**config.mk**
```make
export PLATFORM = sky130hd
export DESIGN_NAME = uci_go_parser
export DESIGN_NICKNAME = d
export VERILOG_FILES = /design/src/rtl/uci_go_parser.sv
export SDC_FILE = /design/constraint.sdc
export NUM_CORES = 1
export LEC_CHECK = 0
export CAP_MARGIN = 20
export CORE_MARGIN = 1
export CORE_UTILIZATION = 45
export CTS_BUF_LIST = sky130_fd_sc_hd__clkbuf_4 sky130_fd_sc_hd__clkbuf_8
export CTS_CLUSTER_DIAMETER = 120
export DETAILED_ROUTE_END_ITERATION = 10
export GPL_TIMING_DRIVEN = 0
export HOLD_SLACK_MARGIN = 0.15
export PLACE_DENSITY = 0.73
export SLEW_MARGIN = 20
export SYNTH_ARGS = -nofsm -noshare
export SYNTH_HDL_FRONTEND = slang
export SYNTH_SLANG_ARGS = --single-unit
```
**constraint.sdc**
```tcl
create_clock -name clk -period 4.3 [get_ports clk]
set_clock_uncertainty 0.15 [all_clocks]
set_input_delay 1.075 -clock clk [delete_from_list [all_inputs] [get_ports clk]]
set_output_delay 1.075 -clock clk [all_outputs]
set_load 0.02 [all_outputs]
```
**src/rtl/uci_go_parser.sv**
```systemverilog
// uci_go_parser
// Line parser for the UCI "go" command arriving as an ASCII byte stream.
// Each line is tokenised; the keyword preceding a number selects which field
// the decimal accumulator (acc = acc*10 + digit) is written into. A completed
// "go" line is offered to the search controller on a valid/ready handshake.
//
// Ports:
//   clk, reset_n          clock, asynchronous active-low reset
//   in_data/in_valid      host byte stream; in_ready = !out_valid
//   wtime..depth          parsed fields, BIN_WIDTH bits each, 0 if absent
//   present[6:0]          bits 0-5 = wtime,btime,winc,binc,movestogo,depth;
//                         bit 6 = infinite
//   out_valid/out_ready   parsed line handshake
//
// Build option: define UCI_GO_SATURATE_EN to clamp an overflowing number to
// all-ones; otherwise the accumulator wraps modulo 2^BIN_WIDTH.
module uci_go_parser #(
  parameter int unsigned BIN_WIDTH = 24
) (
  input  logic                 clk,
  input  logic                 reset_n,
  input  logic [7:0]           in_data,
  input  logic                 in_valid,
  output logic                 in_ready,
  output logic [BIN_WIDTH-1:0] wtime,
  output logic [BIN_WIDTH-1:0] btime,
  output logic [BIN_WIDTH-1:0] winc,
  output logic [BIN_WIDTH-1:0] binc,
  output logic [BIN_WIDTH-1:0] movestogo,
  output logic [BIN_WIDTH-1:0] depth,
  output logic [6:0]           present,
  output logic                 out_valid,
  input  logic                 out_ready
);

  localparam logic [2:0] ST_LINE_START = 3'd0;
  localparam logic [2:0] ST_GO_O       = 3'd1;
  localparam logic [2:0] ST_GO_SEP     = 3'd2;
  localparam logic [2:0] ST_KEYWORD    = 3'd3;
  localparam logic [2:0] ST_NUMBER     = 3'd4;
  localparam logic [2:0] ST_SKIP_LINE  = 3'd5;
  localparam logic [2:0] ST_DONE       = 3'd6;

  localparam logic [2:0] FLD_NONE = 3'd7;
  localparam logic [7:0] CH_SP    = 8'h20;
  localparam logic [7:0] CH_LF    = 8'h0A;
  localparam logic [7:0] CH_CR    = 8'h0D;

  localparam int unsigned KW_BYTES = 9;
  localparam int unsigned AW       = BIN_WIDTH + 4;
  localparam logic [AW-1:0] TEN    = AW'(10);
  // Length counter stops at KW_BYTES+1, which can never match a keyword.
  localparam logic [3:0] KW_OVF    = 4'(KW_BYTES + 1);

  logic [2:0]            r_state, w_state_nxt;
  logic [8*KW_BYTES-1:0] r_kw_buf, w_kw_buf_nxt;
  logic [3:0]            r_kw_len, w_kw_len_nxt;
  logic [2:0]            r_fld_idx, w_fld_idx_nxt;
  logic [BIN_WIDTH-1:0]  r_acc, w_acc_nxt;
  logic                  r_has_digit, w_has_digit_nxt;
  logic                  r_bad, w_bad_nxt;
  logic [6:0]            r_present, w_present_nxt;
  logic [BIN_WIDTH-1:0]  r_field [6];

  logic                  w_accept, w_is_lf, w_is_sep, w_is_cr, w_is_digit;
  logic                  w_wr_en, w_clr;
  logic [7:0]            w_digit8;
  logic [AW-1:0]         w_digit, w_mac;
  logic [BIN_WIDTH-1:0]  w_acc_step;
  logic [2:0]            w_kw_idx;
  logic                  w_kw_inf;
  logic                  w_unused_mac_hi;

  assign out_valid  = (r_state == ST_DONE);
  assign in_ready   = ~out_valid;
  assign w_accept   = in_valid & in_ready;
  assign w_is_lf    = (in_data == CH_LF);
  assign w_is_cr    = (in_data == CH_CR);
  assign w_is_sep   = w_is_lf | (in_data == CH_SP);
  assign w_is_digit = (in_data >= 8'h30) && (in_data <= 8'h39);

  assign w_digit8 = in_data - 8'h30;
  assign w_digit  = AW'(w_digit8);
  assign w_mac    = ({4'b0000, r_acc} * TEN) + w_digit;

`ifdef UCI_GO_SATURATE_EN
  // Once clamped, acc*10+digit keeps overflowing, so the token stays at all-ones.
  assign w_acc_step = (w_mac[AW-1:BIN_WIDTH] != '0) ? '1 : w_mac[BIN_WIDTH-1:0];
  assign w_unused_mac_hi = 1'b0;
`else
  assign w_acc_step = w_mac[BIN_WIDTH-1:0];
  assign w_unused_mac_hi = ^w_mac[AW-1:BIN_WIDTH];
`endif

  // Keyword match; length is checked so stray leading bytes cannot alias.
  always_comb begin
    w_kw_idx = FLD_NONE;
    w_kw_inf = 1'b0;
    if      (r_kw_len == 4'd5 && r_kw_buf[39:0] == "wtime")     w_kw_idx = 3'd0;
    else if (r_kw_len == 4'd5 && r_kw_buf[39:0] == "btime")     w_kw_idx = 3'd1;
    else if (r_kw_len == 4'd4 && r_kw_buf[31:0] == "winc")      w_kw_idx = 3'd2;
    else if (r_kw_len == 4'd4 && r_kw_buf[31:0] == "binc")      w_kw_idx = 3'd3;
    else if (r_kw_len == 4'd9 && r_kw_buf[71:0] == "movestogo") w_kw_idx = 3'd4;
    else if (r_kw_len == 4'd5 && r_kw_buf[39:0] == "depth")     w_kw_idx = 3'd5;
    else if (r_kw_len == 4'd8 && r_kw_buf[63:0] == "infinite")  w_kw_inf = 1'b1;
  end

  always_comb begin
    w_state_nxt     = r_state;
    w_kw_buf_nxt    = r_kw_buf;
    w_kw_len_nxt    = r_kw_len;
    w_fld_idx_nxt   = r_fld_idx;
    w_acc_nxt       = r_acc;
    w_has_digit_nxt = r_has_digit;
    w_bad_nxt       = r_bad;
    w_present_nxt   = r_present;
    w_wr_en         = 1'b0;
    w_clr           = 1'b0;

    if (w_accept && !w_is_cr) begin
      case (r_state)
        ST_LINE_START: begin
          if (in_data == "g")  w_state_nxt = ST_GO_O;
          else if (!w_is_lf)   w_state_nxt = ST_SKIP_LINE;
        end
        ST_GO_O: begin
          if (in_data == "o")  w_state_nxt = ST_GO_SEP;
          else if (w_is_lf)    w_state_nxt = ST_LINE_START;
          else                 w_state_nxt = ST_SKIP_LINE;
        end
        ST_GO_SEP: begin
          w_kw_buf_nxt = '0;
          w_kw_len_nxt = '0;
          if (in_data == CH_SP) w_state_nxt = ST_KEYWORD;
          else if (w_is_lf)     w_state_nxt = ST_DONE;
          else                  w_state_nxt = ST_SKIP_LINE;
        end
        ST_KEYWORD: begin
          if (w_is_sep) begin
            w_kw_buf_nxt = '0;
            w_kw_len_nxt = '0;
            if (r_kw_len != '0) begin
              if (w_kw_inf) begin
                w_present_nxt[6] = 1'b1;
              end else begin
                w_fld_idx_nxt   = w_kw_idx;
                w_has_digit_nxt = 1'b0;
                w_bad_nxt       = 1'b0;
                w_state_nxt     = ST_NUMBER;
              end
            end
            if (w_is_lf) w_state_nxt = ST_DONE;
          end else begin
            w_kw_buf_nxt = {r_kw_buf[8*KW_BYTES-9:0], in_data};
            if (r_kw_len != KW_OVF) w_kw_len_nxt = r_kw_len + 4'd1;
          end
        end
        ST_NUMBER: begin
          if (w_is_sep) begin
            if (r_fld_idx != FLD_NONE && r_has_digit && !r_bad) begin
              w_wr_en                  = 1'b1;
              w_present_nxt[r_fld_idx] = 1'b1;
            end
            w_kw_buf_nxt = '0;
            w_kw_len_nxt = '0;
            w_state_nxt  = w_is_lf ? ST_DONE : ST_KEYWORD;
          end else if (w_is_digit) begin
            w_has_digit_nxt = 1'b1;
            w_acc_nxt       = r_has_digit ? w_acc_step : w_digit[BIN_WIDTH-1:0];
          end else begin
            w_bad_nxt = 1'b1;
          end
        end
        ST_SKIP_LINE: begin
          if (w_is_lf) w_state_nxt = ST_LINE_START;
        end
        default: ;
      endcase
    end

    if (r_state == ST_DONE && out_ready) begin
      w_clr         = 1'b1;
      w_present_nxt = '0;
      w_state_nxt   = ST_LINE_START;
    end
  end

  always_ff @(posedge clk or negedge reset_n) begin
    if (!reset_n) begin
      r_state     <= ST_LINE_START;
      r_kw_buf    <= '0;
      r_kw_len    <= '0;
      r_fld_idx   <= FLD_NONE;
      r_acc       <= '0;
      r_has_digit <= 1'b0;
      r_bad       <= 1'b0;
      r_present   <= '0;
    end else begin
      r_state     <= w_state_nxt;
      r_kw_buf    <= w_kw_buf_nxt;
      r_kw_len    <= w_kw_len_nxt;
      r_fld_idx   <= w_fld_idx_nxt;
      r_acc       <= w_acc_nxt;
      r_has_digit <= w_has_digit_nxt;
      r_bad       <= w_bad_nxt;
      r_present   <= w_present_nxt;
    end
  end

  always_ff @(posedge clk or negedge reset_n) begin
    if (!reset_n) begin
      for (int i = 0; i < 6; i++) r_field[i] <= '0;
    end else if (w_clr) begin
      for (int i = 0; i < 6; i++) r_field[i] <= '0;
    end else begin
      for (int i = 0; i < 6; i++) begin
        if (w_wr_en && r_fld_idx == 3'(i)) r_field[i] <= r_acc;
      end
    end
  end

  assign wtime     = r_field[0];
  assign btime     = r_field[1];
  assign winc      = r_field[2];
  assign binc      = r_field[3];
  assign movestogo = r_field[4];
  assign depth     = r_field[5];
  assign present   = r_present;

endmodule

```
Word level (Yosys, flattened, before mapping)
Cells that the tools add are included.
Word-level totals
  flip-flop bits (word level): 259
  logic and storage cells: 191
Cells by class
  order comparisons: 4
  add/subtract/negate cells: 3
  equal/unequal tests: 46
  multipliers: 1
  bitwise operators: 6
  reduce and logical (&&, ||, !) cells: 47
  multiplexer cells: 69
Operators by type and width (number)
  $pmux W72 S3: 1
  $mux W24: 7
  $mux W144: 1
  $mux W72: 2
  $eq A40 B39 Y1 const B: 3
  $eq A72 B71 Y1 const B: 1
  $eq A32 B31 Y1 const B: 2
  $eq A64 B63 Y1 const B: 1
  $mux W3: 18
  $mux W7: 4
  $add A24 B8 Y24: 1
  $mul A24 B3 Y23 const B: 1
  $ne A3 B3 Y1 const B: 8
  $mux W1: 23
  $reduce_bool A2 Y1: 11
  $reduce_and A7 Y1: 3
  $logic_and A1 B1 Y1: 19
  $pmux W3 S6: 1
  $eq A8 B4 Y1 const B: 2
  $eq A8 B7 Y1 const B: 2
  $ne A4 B4 Y1 const B: 4
  $eq A3 B3 Y1 const B: 5
  $ne A2 B2 Y1 const B: 7
  $eq A3 B2 Y1 const B: 4
  29 further kinds: 45

Logic depth before layout (Yosys ltp)
Gate-level depths: netlist (run 1).
  depth in word-level cells: 16
  mapped depth: 15
  gate-level depth less buffers: 15

Worst setup path before layout (run 1)
Ideal clock, no wire load.
  kind: reg2reg
  start: register r_acc[3]
  end: register r_acc[23]
  required time: 4024 ps
  stages on the path, launching flop included: 13
  buffers on the path: 0
  clock period less this slack: 3824 ps
  path slack: 476 ps
  data arrival time: 3548 ps
  cells stage by stage: dfrtp_1 > ha_1 > ha_1 > fa_1 > a21o_2 > a311o_1 > and2_4 > o41ai_2 > xor2_2 > nor4_4 > nand4_2 > o211a_1 > a221o_1
On the way
  longest elaborated chain between the ends: 3
Ends and longest elaborated chain
  start: declaration: line 59  | logic [BIN_WIDTH-1:0] r_acc, w_acc_nxt;
  start signal: assignment: line 203  | r_acc <= w_acc_nxt;
  $mul A24 B3 Y23: line 84  | assign w_mac = ({4'b0000, r_acc} * TEN) + w_digit;
  $add A24 B8 Y24: line 84
  $mux W24: line 169  | w_acc_nxt = r_has_digit ? w_acc_step : w_digit[BIN_WIDTH-1:0];
Every way passes these cells.
A chain may end at the register's enable or synchronous reset.

Worst setup path in the final report (run 1)
Ends and elaborated chain as after synthesis.

==> flow_results.org, run 1 <==
** Power and ir drop
- Summed over all cells, the static leakage comes to 7.09 nW.
- Post-route total power :: 5.90 mW
- Power per cell area :: 364 nW/um^2
- The worst-case IR drop observed on VDD is 242 uV.

** Setup path
- The cell family contributing the most delay on the critical path is adder cells.
- Buffers plus inverters on the worst setup path :: 1
- In this design, the stage delay of the slowest critical-path cell is 520 ps.
- STA puts the critical path data arrival time at 4390 ps.
- Element type at the critical path end :: flop
- STA classifies the critical path startpoint as a flop.
- Startpoint of the worst register-to-register path :: r_acc[3]
- The critical path starts at r_acc[3].
- Worst EP required :: 4580 ps
- Worst path slowest cell :: sky130_fd_sc_hd__dfrtp_2
- The critical path is of the flop to flop type.
- The cell that appears most often on the critical path is sky130_fd_sc_hd__ha_1.
- Biggest fanout along the worst timing path :: 9
- Traced cell by cell, the critical path runs through ha_1 > ha_1 > fa_1 > xor2_1 > ha_1 > o21ai_0 > nand2b_1 > inv_1 > a211oi_2 > and3_1 > nor4b_4 > nand4_2 > o211a_1 > a221o_1.

** Yosys
- After synthesis, the cell types taking the most area are sky130_fd_sc_hd__dfrtp_1, sky130_fd_sc_hd__nand2_1, sky130_fd_sc_hd__a21oi_1.
- Synthesis warning total :: 0
- After synthesis, the share of flip-flops with an asynchronous set or reset is 100%.
- Sequential elements use 49.9% of the synthesized area.
- The cell count after synthesis came out at 1494.
- Synthesized area :: 13000 um^2
- A synthesized cell averages 8.70 um^2.
- The biggest area contributor in the post-synthesis netlist is sky130_fd_sc_hd__dfrtp_1.
- The netlist uses 76 different library cells.
- Yosys mapped a number of flops with a built-in enable equal to 0.
- Synthesized netlist net count :: 1561
- Share of the synthesized area in the top cell type :: 49.3%
- The synthesized design contains 259 register bits.
- Main flop type after synthesis :: sky130_fd_sc_hd__dfrtp_1

** Timing
- Based on the critical path, the design can be clocked at up to 243 MHz.
- Setup violations remaining at the end of the flow were counted as 0.
- On the final layout, the worst hold slack is 224 ps.
- Worst slew pin tran :: 781 ps
- Counting I/O delays and the setup requirement, the final critical path takes 4110 ps.
- The worst pin sits at a relative slew slack of 47.9%.
- Fin. Hold Viols :: 0
- The number of max-slew violations in the final report is 0.
- Share of the clock period used by the worst path :: 95.7%

** Die
- Row generation in the floorplan step produced 61 rows.
- Die X :: 172 um
- Die area :: 29600 um^2
- DIE HEIGHT :: 172 um
- Initial Utilization :: 46.3%
- IO Pins :: 165
- After floorplanning, the core was sized to cover 28100 um^2.

** Job
- Max-cap violations in this run came to 0.

** Final layout
- Post-route core utilization :: 57.7%
- Register area :: 6490 um^2
- Area growth, synth to finish :: 24.7%
- The layout has 2534 filler cells.
- The finished layout holds 2117 standard cells, fillers aside.
- Post-layout nets :: 1776
- Layout cell share with drive strength beyond 1 :: 7.71%
- The library cell used most frequently in the layout, excluding fill and tap cells, is sky130_fd_sc_hd__nand2_1.
- In the layout the commonest cells are sky130_fd_sc_hd__nand2_1, sky130_fd_sc_hd__dfrtp_1, sky130_fd_sc_hd__a21oi_1, sky130_fd_sc_hd__clkdlybuf4s50_1, sky130_fd_sc_hd__o21ai_0.
- The number of antenna diodes in the final layout is 0.
- Summing all multi-input logic gate instances after layout gives 6100 um^2.

** Drt
- After the first detailed-routing iteration, the DRC count stood at 1038.
- The count of nets left with antenna violations once routing finished came out at 0.
- Number of vias in the routed layout :: 11.7k
- The pre-antenna-repair detailed-routing pass consisted of 5 iterations.
- For this run, design rule violations remaining after detail routing come to 0.
- After detailed routing, the average wire length per cell comes to 18.2 um.
- Detailed-route wire length :: 38.6 mm
- Per-cell via count in the routed design :: 5.55

** Clock tree
- Clk sinks :: 259
- CTS placed an instance of sky130_fd_sc_hd__clkbuf_8 at the clock tree root.
- Clock tree synthesis inserted a total of 44 buffers.
- Level count of the clock H-tree :: 2
- Clock tree from TritonCTS :: built
- Counting along the longest clock path gives a buffer depth of 3.
- Clock latency on the worst-skew pair :: 570 ps
- Clock slew seen by the registers of the worst setup and hold paths :: 60 ps

** GRT
- Global-route usage over all layers :: 26.6%
- Maximum number of pins on one net before global-route repair :: 88
- Number of antenna violations at the first check in global routing :: 0
- Summed over all layers, the global routing overflow is 0.
- Via count of the first global-routing pass :: 11.2k
- Global-route wire length before repair :: 60.8 mm

** Outcome
- Outcome :: finished clean

** Placed design
- Counting tap cells, the placed design contains a total of 2039 instances.
- Detailed-placement wirelength estimate :: 28.3 mm
- Global placer's final weighted congestion :: 0.900
- Port Buffer Count :: 164

** Worst hold path
- In this run the worst hold path is classified as primary input to asynchronous set/reset pin.
[metal layers]
| layer | vias to the layer above | share of wire (%) | wire length (um) | track usage (%) |
|---|---|---|---|---|
| li1 | 5531 | - | - | - |
| met1 | 5668 | 43 | 16600 | 37.4 |
| met2 | 474 | 46 | 17600 | 42.0 |
| met3 | 74 | 8.8 | 3390 | 4.69 |
| met4 | 0 | 2.5 | 972 | 7.96 |
| met5 | - | 0 | 0 | 0 |
[Yosys cell counts, drive strengths merged (4+ instances only)]
master and n:
a31oi 5, a21boi 4, o31ai 13, and3 10, nor2b 7, or3 6, nor2 42, or2 4
nand2b 10, xnor2 19, nand3 18, nand4 17, xor2 16, ha 53, and2 9, nor4b 6
buf 18, clkbuf 71, dfrtp 256, nor3b 6, a21o 12, nand3b 7, a21oi 175, nand4b 10
o21ai 111, a211oi 5, inv 20, nor3 19, nor4 9, nand2 486
[state kept, by name, indices dropped and copies added, names as in the netlist, 4 cells and up]
signal     flops
r_kw_buf      72
binc          24
btime         24
depth         24
movestogo     24
r_acc         24
winc          24
wtime         24
present        7
r_kw_len       4
[layout make-up]
type	count	share of cell area [%]
inverters	20	0.463
clock buffers	71	5.53
multi-input cells	1126	37.6
clock inverters	5	0.363
repair buffers	170	10.8
flip-flops and latches	259	40.0
plain buffers	88	2.24
well taps	378	2.92
[through the flow]
step                TNS [ps]  area (um^2)  setup WS [ps]
floorplan                  0        13000            476
global placement    -2340340        15100          -8890
detailed placement    -54090        15200           -665
CTS                        0        16200           40.1
global route           -4.57        16200          -4.57
finish                     0        16200            186
[kinds of logic after synthesis]
kind of cell	Yosys count	share of synthesized area (%)
buffers and inverters	109	3.34
adders and majority gates	55	5.41
DFF	259	49.9
xor gates and xnor gates	35	2.47
muxes	5	0.404
AOI/OAI and AO/OA	352	15.2
and+or+nand+nor	679	23.3
[path summary, 6_finish.rpt]
| check | endpoint | slack, ps | cells past startpoint |
|---|---|---|---|
| worst max-delay path | r_acc[23] | 190 | 14 |
| worst min-delay path | present[0] | 220 | 1 |
| worst max register to register | r_acc[23] | 190 | 14 |
| worst min register to register | r_kw_buf[67] | 350 | 2 |
| max in group asynchronous | r_acc[3] | 2750 | 3 |
| min in group clk | r_kw_buf[67] | 350 | 2 |
[report_power, final]
| group | internal [mW] | leakage, nW | switching (mW) |
|---|---|---|---|
| clock network | 1.37 | 0.500 | 0.986 |
| logic | 0.339 | 3.00 | 0.581 |
| registers | 2.49 | 3.59 | 0.135 |
| total | 4.20 | 7.09 | 1.70 |
[repair_timing]
action,4_1_cts,5_1_grt
endpoints found under the setup margin,1,138
pin swaps,0,1
hold buffers,0,0
buffers inserted,0,3
gates resized for setup,3,17
No activity file was read; power rests on OpenSTA's default activity.
==> inputs of run 2 (changes only) <==
Settings changed: PLACE_DENSITY 0.73 to default, PLACE_DENSITY_LB_ADDON from default to 0.15.
==> run 2 against run 1 <==
  * Non-clock buffer count down 2
  * Worst hold slack better by 97 ps
  * Register-to-register slack worse by 70 ps
  * Wire length up 0.89%
  * Critical endpoint unchanged
==> flow_results.org, run 2 (same netlist as run 1, synthesis figures left out) <==
** Setup path
- Worst R2R Setup Slack :: 120 ps
- The largest single stage delay on the critical path is 570 ps.
- Startpoint of the worst register-to-register path :: r_acc[3]
- CP dominant cell by count :: sky130_fd_sc_hd__ha_1
- The number of cells on the worst reg-to-reg path is 15.
- Counting both buffers and inverters, the worst setup path holds a total of 2.
- The critical path is of the flop to flop type.
- Worst path slowest cell :: sky130_fd_sc_hd__dfrtp_4
- Broken down by cell family, the worst path's largest delay share belongs to adder cells.
- Ordered cell list for the critical path :: ha_1 > ha_1 > fa_1 > xor2_1 > ha_1 > o21ai_0 > nand2b_1 > inv_1 > a211oi_2 > and3_1 > nor4b_4 > buf_4 > nand4_2 > o211a_1 > a221o_1
- Biggest fanout along the worst timing path :: 9
- STA puts the critical path data arrival time at 4460 ps.
- The worst setup path is launched from a flop.
- The endpoint identified for the worst register-to-register timing path is r_acc[23].
- Worst EP required :: 4580 ps
- Element type at the critical path end :: flop

** Final layout
- In the final layout, the share of cells above drive strength 1 is 7.49%.
- Leading cell types in the layout, fill and taps excluded :: sky130_fd_sc_hd__nand2_1, sky130_fd_sc_hd__dfrtp_1, sky130_fd_sc_hd__a21oi_1, sky130_fd_sc_hd__clkdlybuf4s50_1, sky130_fd_sc_hd__o21ai_0
- r_kw_buf holds more flip-flops than any other register.
- Ant diodes :: 0
- Cells fill 57.5% of the core in the end.
- Post-layout nets :: 1774
- Finished Cell Area :: 16100 um^2
- Number of flip-flops under the largest register name :: 72
- Leaving out fill and tap cells, the most frequent cell in the layout is sky130_fd_sc_hd__nand2_1.
- The count of cells in the finished layout, fillers not included, comes to 2114.
- From synthesis to final layout, the design area changed by 24.2%.

** GRT
- Maximum number of pins on one net before global-route repair :: 98
- Leftover overflow at the end of global routing :: 0
- For this run, the total global-route usage over all layers was measured as 26.8%.
- The number of antenna violations at the first check in global routing came to 0.
- Via count of the first global-routing pass :: 11.0k
- The first global-routing pass estimated 61.1 mm of wire.

** Power and ir drop
- Internal power comes to 4.13 mW.
- Post-route total power :: 5.81 mW
- For this design the static power due to leakage is 7.02 nW.
- In this run the power density over the cells is 360 nW/um^2.
- Net Switching :: 1.68 mW
- In this run switching power makes up 28.9% of total power.
- IR analysis of the VDD net gives a maximum drop of 266 uV.
- Part of the total power dissipated in sequential elements :: 45.1%
- The share of total power dissipated in combinational logic is 15.5%.
- In this run, the clock network consumes 39.4% of the power.

** Timing
- Static timing analysis puts the maximum clock frequency at 239 MHz.
- The number of endpoints with negative hold slack in the final report was 0.
- Tightest hold margin :: 321 ps
- Headroom to the max-slew limit came out at 50.5%.
- Endpoints failing setup :: 0
- Setup repair after global routing left no endpoint under its margin.
- Dividing the final minimum period by the clock period gives 97.2%.
- Total negative slack :: 0 ps
- Worst slew pin tran :: 742 ps
- Setup slack on the critical path of the routed design comes to 119 ps.
- Final slew viol count :: 0
- The smallest clock period supported by the final layout is computed as 4180 ps.

** Clock tree
- Hold bufs inserted after CTS :: 0
- Library cell used as clock root buffer :: sky130_fd_sc_hd__clkbuf_8
- The clock tree synthesis step divided the H-tree into 2 levels.
- After clock tree synthesis, the clock-pin slew on the worst setup and hold paths is 60 ps.
- The longest clock path from root to sink contains 3 buffers.
- Clk sinks :: 259
- The clock reaches the later pin of the worst-skew pair after 550 ps.
- TritonCTS built the clock tree.
- Number of CTS-inserted buffers :: 44

** Worst hold path
- Classification of the worst-slack hold path :: primary input to asynchronous set/reset pin

** Die
- The region available for standard cell placement spans 28100 um^2.
- Initial Utilization :: 46.3%
- IO Pins :: 165
- The floorplan step defined a die boundary enclosing 29600 um^2.
- DIE HEIGHT :: 172 um
- After floorplanning, the core was divided into 61 placement rows.
- Die X :: 172 um

** Placed design
- Port Buffer Count :: 164
- After detailed placement, the total cell area comes to 15200 um^2.
- The congestion estimate from routability-driven global placement came to 0.885.
- Detailed-placement wirelength estimate :: 28.2 mm
- Before CTS, the worst setup slack after placement is -735 ps.
- Counting tap cells, the placed design contains a total of 2038 instances.

** Drt
- ANT nets after route :: 0
- Summed over all layers, the routed wires come to 39.0 mm.
- Average routed wire per standard cell :: 18.4 um
- DRT Pass-1 Iters :: 5
- In the routed layout, each cell is associated on average with a via count of 5.49.
- Number of vias in the routed layout :: 11.6k
- In the routed design, unresolved DRC markers number 0.
- The first routing iteration left 1029 violations.

** Outcome
- Outcome :: finished clean

** Job
- Max_cap viols :: 0
[run 2: repair_timing]
| action | 4_1_cts | 5_1_grt |
|---|---|---|
| resized for setup | 5 | 13 |
| endpoints found under the setup margin | 16 | 119 |
| setup buffers | 0 | 2 |
| cloned | 0 | 0 |
| pin swaps | 0 | 2 |
| endpoints found under the hold margin | 0 | 0 |
[run 2: worst reg2reg max path: stages, from the launching register on]
cell                       delay (ps)
sky130_fd_sc_hd__dfrtp_4          570
sky130_fd_sc_hd__ha_1             310
sky130_fd_sc_hd__ha_1             230
sky130_fd_sc_hd__fa_1             410
sky130_fd_sc_hd__xor2_1           190
sky130_fd_sc_hd__ha_1             330
sky130_fd_sc_hd__o21ai_0          110
sky130_fd_sc_hd__nand2b_1          90
sky130_fd_sc_hd__inv_1             50
sky130_fd_sc_hd__a211oi_2         260
sky130_fd_sc_hd__and3_1           300
sky130_fd_sc_hd__nor4b_4          210
sky130_fd_sc_hd__buf_4            180
sky130_fd_sc_hd__nand4_2          150
sky130_fd_sc_hd__o211a_1          260
sky130_fd_sc_hd__a221o_1          260
[run 2: layout make-up]
| cell class | count | area, um^2 |
|---|---|---|
| clock buffers | 69 | 843 |
| well taps | 378 | 473 |
| repair buffers | 168 | 1720 |
| plain buffers | 88 | 359 |
| multi-input cells | 1126 | 6110 |
| clock inverters | 6 | 71.3 |
| inverters | 20 | 75.1 |
| fillers | 2693 | 11900 |
| flip-flops and latches | 259 | 6490 |
[run 2: worst max-delay path by stage]
stage	end	slack [ps]	start	depth (start not counted)
3_5_place_dp	r_acc[23]	-740	in_data[1]	13
3_3_place_gp	btime[4]	-9220	reset_n	1
6_report	r_acc[23]	120	r_acc[3]	15
2_1_floorplan	r_acc[23]	480	r_acc[3]	12
4_1_cts	r_acc[23]	7	r_acc[2]	15
5_1_grt	r_acc[23]	3	r_acc[3]	15
[run 2: power by group through the flow]
stage	logic (mW)	clock network [mW]	registers [mW]
final	0.902	2.29	2.62
after global routing	1.02	2.44	2.62
after CTS	0.900	2.33	2.61
after detailed placement	0.889	0	2.65
after global placement	0.867	0	2.66
after floorplan	0.641	0	2.59
[run 2: metal layers]
metal | global-route usage, % | share of wire [%]
met5 | 0 | 0
met4 | 6.58 | 1.8
met3 | 4.92 | 7.3
met2 | 41.8 | 45
met1 | 38.5 | 46
